## src/rtl/enc8to3_seq.sv

```systemverilog
// Registered 8-to-3 priority encoder with pending-request capture and a valid/ack handshake.
// The index {a0,a1,a2} (a0 = MSB) holds stable until acknowledged; then that request is retired.
module enc8to3_seq (
  input  logic clk,
  input  logic rst,
  input  logic d0,
  input  logic d1,
  input  logic d2,
  input  logic d3,
  input  logic d4,
  input  logic d5,
  input  logic d6,
  input  logic d7,
  input  logic ack,
  output logic a0,
  output logic a1,
  output logic a2,
  output logic valid,
  output logic ovf
);

  logic [7:0] req;
  logic [7:0] pend_q, pend_d;
  logic [7:0] clr;
  logic [7:0] p;
  logic [2:0] idx_q, idx_d;
  logic [2:0] top;
  logic       valid_q, valid_d;
  logic       ovf_q, ovf_d;
  logic       hs;
  logic       load;

  assign req = {d7, d6, d5, d4, d3, d2, d1, d0};

  always_comb begin
    hs      = valid_q & ack;
    clr     = hs ? (8'b1 << idx_q) : 8'b0;
    p       = pend_q & ~clr;
    // A strobe landing on the bit being retired re-arms it instead of being lost.
    pend_d  = p | req;
    ovf_d   = ovf_q | (|(req & p));
    load    = ~valid_q | hs;

    top = 3'd0;
    for (int k = 0; k < 8; k++) begin
      if (p[k]) top = k[2:0];
    end

    valid_d = valid_q;
    idx_d   = idx_q;
    if (load) begin
      valid_d = |p;
      idx_d   = top;
    end
  end

  always_ff @(posedge clk) begin
    if (rst) begin
      pend_q  <= 8'h00;
      idx_q   <= 3'd0;
      valid_q <= 1'b0;
      ovf_q   <= 1'b0;
    end else begin
      pend_q  <= pend_d;
      idx_q   <= idx_d;
      valid_q <= valid_d;
      ovf_q   <= ovf_d;
    end
  end

  assign a0    = idx_q[2];
  assign a1    = idx_q[1];
  assign a2    = idx_q[0];
  assign valid = valid_q;
  assign ovf   = ovf_q;

endmodule

```

## config.mk

```make
export PLATFORM = sky130hd
export DESIGN_NAME = enc8to3_seq
export DESIGN_NICKNAME = d
export VERILOG_FILES = /design/src/rtl/enc8to3_seq.sv
export SDC_FILE = /design/constraint.sdc
export NUM_CORES = 1
export LEC_CHECK = 0
export ABC_CLOCK_PERIOD_IN_PS = 1890
export CORE_UTILIZATION = 35
export CTS_CLUSTER_DIAMETER = 150
export DETAILED_ROUTE_END_ITERATION = 10
export SLEW_MARGIN = 10
export SYNTH_ARGS = -nofsm -noshare
export SYNTH_HDL_FRONTEND = slang
export SYNTH_SLANG_ARGS = --single-unit
export TNS_END_PERCENT = 30
```

## constraint.sdc

```tcl
create_clock -name clk -period 1.89 [get_ports clk]
set_input_delay 0.378 -clock clk [delete_from_list [all_inputs] [get_ports clk]]
set_output_delay 0.378 -clock clk [all_outputs]
set_load 0.02 [all_outputs]
```

==> run metrics <==
status completed; CTS tree done; CP Buf/Inv Count 1; PortBufs 15; Fin Setup TNS 0 ns; final setup vio count 0; sequential fraction of the synthesis area 0.453; Hold Violations, Final 0; drt first pass iters 4; max-cap violations 0; Setup CP Type reg -> out; power per cell area 775 nW/um^2; vias in the first global route 556; Initial Utilization 0.377; P_leak 0.345 nW; top-area cell type share of the netlist area 0.453; Remaining Overflow, GRT 0; CTS max path bufs 2; DRT iter0 DRCs 13; Yosys reg bits 13; Final Power 647 uW; GRT Overall Usage 0.185; Post-synth top cells nor2_1, dfxtp_1, a21oi_1, o21ai_0; fmax approximately 560 MHz; Area contributors post-synth dfxtp_1, nor2_1, o21a_1; clk slew on worst S/H paths 0.08 ns; crit path setup slack, layout between 0.09 and 0.1 ns; worst r2r path cells 5; CTS Buf Count 3; placed cell areas 808 sq um; Rel. slew slack 0.669; RSZ-0062 raised after global routing false; Worst path max stage delay between 0.6 and 0.7 ns; Seq. cell area 260 sq um; Final nets 109; Main synth FF type dfxtp_1; antenna fix cells 0; mapped cell area 574 sq um; first-pass GRT wire length 2.49 mm; crit path max-delay cell type clkdlybuf4s50_1; share of layout cells above drive strength 1 0.144; clk sinks 13; Internal 464 uW; Worst-Skew Late Latency 0.28 ns; Syn Nets a little over 80; H-tree depth 1; Worst Tran Pin Value 0.495 ns; max-slew violation count 0; Place WS -0.156 ns; row cnt 14; worst hold margin 0.537 ns; cts repair resizes 0; dpl hpwl around 1.1 mm; worst-path maximum fanout 8; CTS Hold Bufs 0; Top delay family on crit path buffers and inverters; initial antenna violation count 0; Ports 16; Yosys top cell by area dfxtp_1; crit-path cells clkdlybuf4s50_1; asr flop ratio synth 0; WL final between 1 and 1.5 mm; Yosys warning count 0; hold endpoint pend_q[7]$_SDFF_PP0_; Crit. End Element output port; WP data arrival 1.42 ns; clock group share of total power 0.269; final non-filler cell total about 110; Comb power frac 0.241; drt wl/cell about 12 um; Finished Cell Area between 800 and 900 sq um; largest net degree at the start of global routing 14; Post-CTS Setup Repair Bufs 0; setup slack, reg-to-reg 0.32 ns; synthesis-to-layout area growth 45.3%; drc violations 0; CTS root buf clkbuf_4; GP Congestion 0.818; antenna viol nets, final 0; worst hold stages 2; fraction of power spent switching nets 0.283; CP required 1.51 ns; number of synthesized flops with an enable pin 0; min-delay src pend_q[7]$_SDFF_PP0_; mean post-synth cell area 8.20 sq um; Die Wd 42.5 um; die height 42.5 um; fin util 0.548; Synth Instances 70; hold crit path type reg -> reg; vias post-DR 590; RR Endpoint idx_q[1]$_SDFFE_PP0P_; post-route minimum period ~1.8 ns; P_sw 183 uW; sequential power share 0.490; critical path depth 1; detail-routed via count per cell 5.22; clock skew slightly below 0.009 ns; Die Area around 1800 sq um; placed insts approximately 110; Startpoint Class register; Max IR drop VDD between 0.4 and 0.5 mV; Fillers 158; footprint of the multi-input gates around 300 sq um; reg2reg start idx_q[0]$_SDFFE_PP0P_; Tcrit/Tclk final 0.949; core area around 1500 sq um; Cell variety after synth 25; count leader, synth nor2_1
## power groups by stage
stage	Clock [mW]	Sequential [mW]	Combinational, mW
floorplan	0	0.330	0.0659
detailed placement	0	0.324	0.156
global route	0.190	0.321	0.173
global placement	0	0.324	0.156
finish	0.174	0.317	0.156
CTS	0.177	0.317	0.157
## worst max path at each step
stage | slack (ns) | start | to
after floorplan | 0.29 | idx_q[2]$_SDFFE_PP0P_ | idx_q[1]$_SDFFE_PP0P_
after global placement | -0.17 | ack | idx_q[1]$_SDFFE_PP0P_
after detailed placement | -0.16 | ack | idx_q[1]$_SDFFE_PP0P_
after CTS | 0.09 | idx_q[0]$_SDFFE_PP0P_ | a2
after global routing | 0.007 | idx_q[0]$_SDFFE_PP0P_ | a2
final | 0.1 | idx_q[0]$_SDFFE_PP0P_ | a2
## flip-flops by register name, summed over array words and instances (netlist names)
register and cells:
valid 1, idx_q 3, pend_q 8, ovf 1
## routing by layer
metal | global-route usage | vias up | share of wire
met5 | 0 | - | 0
met4 | 0.0938 | 0 | 0.022
met3 | 0.0388 | 3 | 0.044
met2 | 0.271 | 17 | 0.45
met1 | 0.255 | 264 | 0.48
li1 | - | 306 | -
## area by class of cell
cell class	instances	area share
Clock buffer	4	0.0315
Inverter	3	0.0135
Multi-Input combinational cell	53	0.358
Sequential cell	13	0.312
Tap cell	16	0.0240
Timing Repair Buffer	24	0.261
## cells by family (layout without fill, tap and decap cells)
| group | Yosys count | count (layout) | share of synthesized area |
|---|---|---|---|
| AO/OA/AOI/OAI | 23 | 23 | 0.279 |
| buffers and inverters | 4 | 31 | 0.0261 |
| AND/OR/NAND/NOR | 30 | 30 | 0.242 |
| flip-flops | 13 | 13 | 0.453 |
## cell usage in the layout (no fill, tap or decap)
cell type        instances
or2b_1                   1
buf_4                    9
nand2_1                  3
clkdlybuf4s50_1         15
nor3_1                   2
clkbuf_4                 3
a311oi_1                 1
o31ai_1                  1
inv_1                    3
nor2_1                  18
a21oi_1                  4
a211oi_1                 1
o21a_2                   1
dfxtp_1                 13
nand3b_1                 1
a31oi_1                  2
o21ai_0                  4
clkbuf_1                 1
o31a_1                   2
a22oi_1                  1
a222oi_1                 1
nand3_2                  1
o21a_1                   3
or3_1                    1
a21boi_0                 1
nand4_1                  1
nand2b_1                 2
o211a_1                  1
Power figures use the tool's default switching activity.
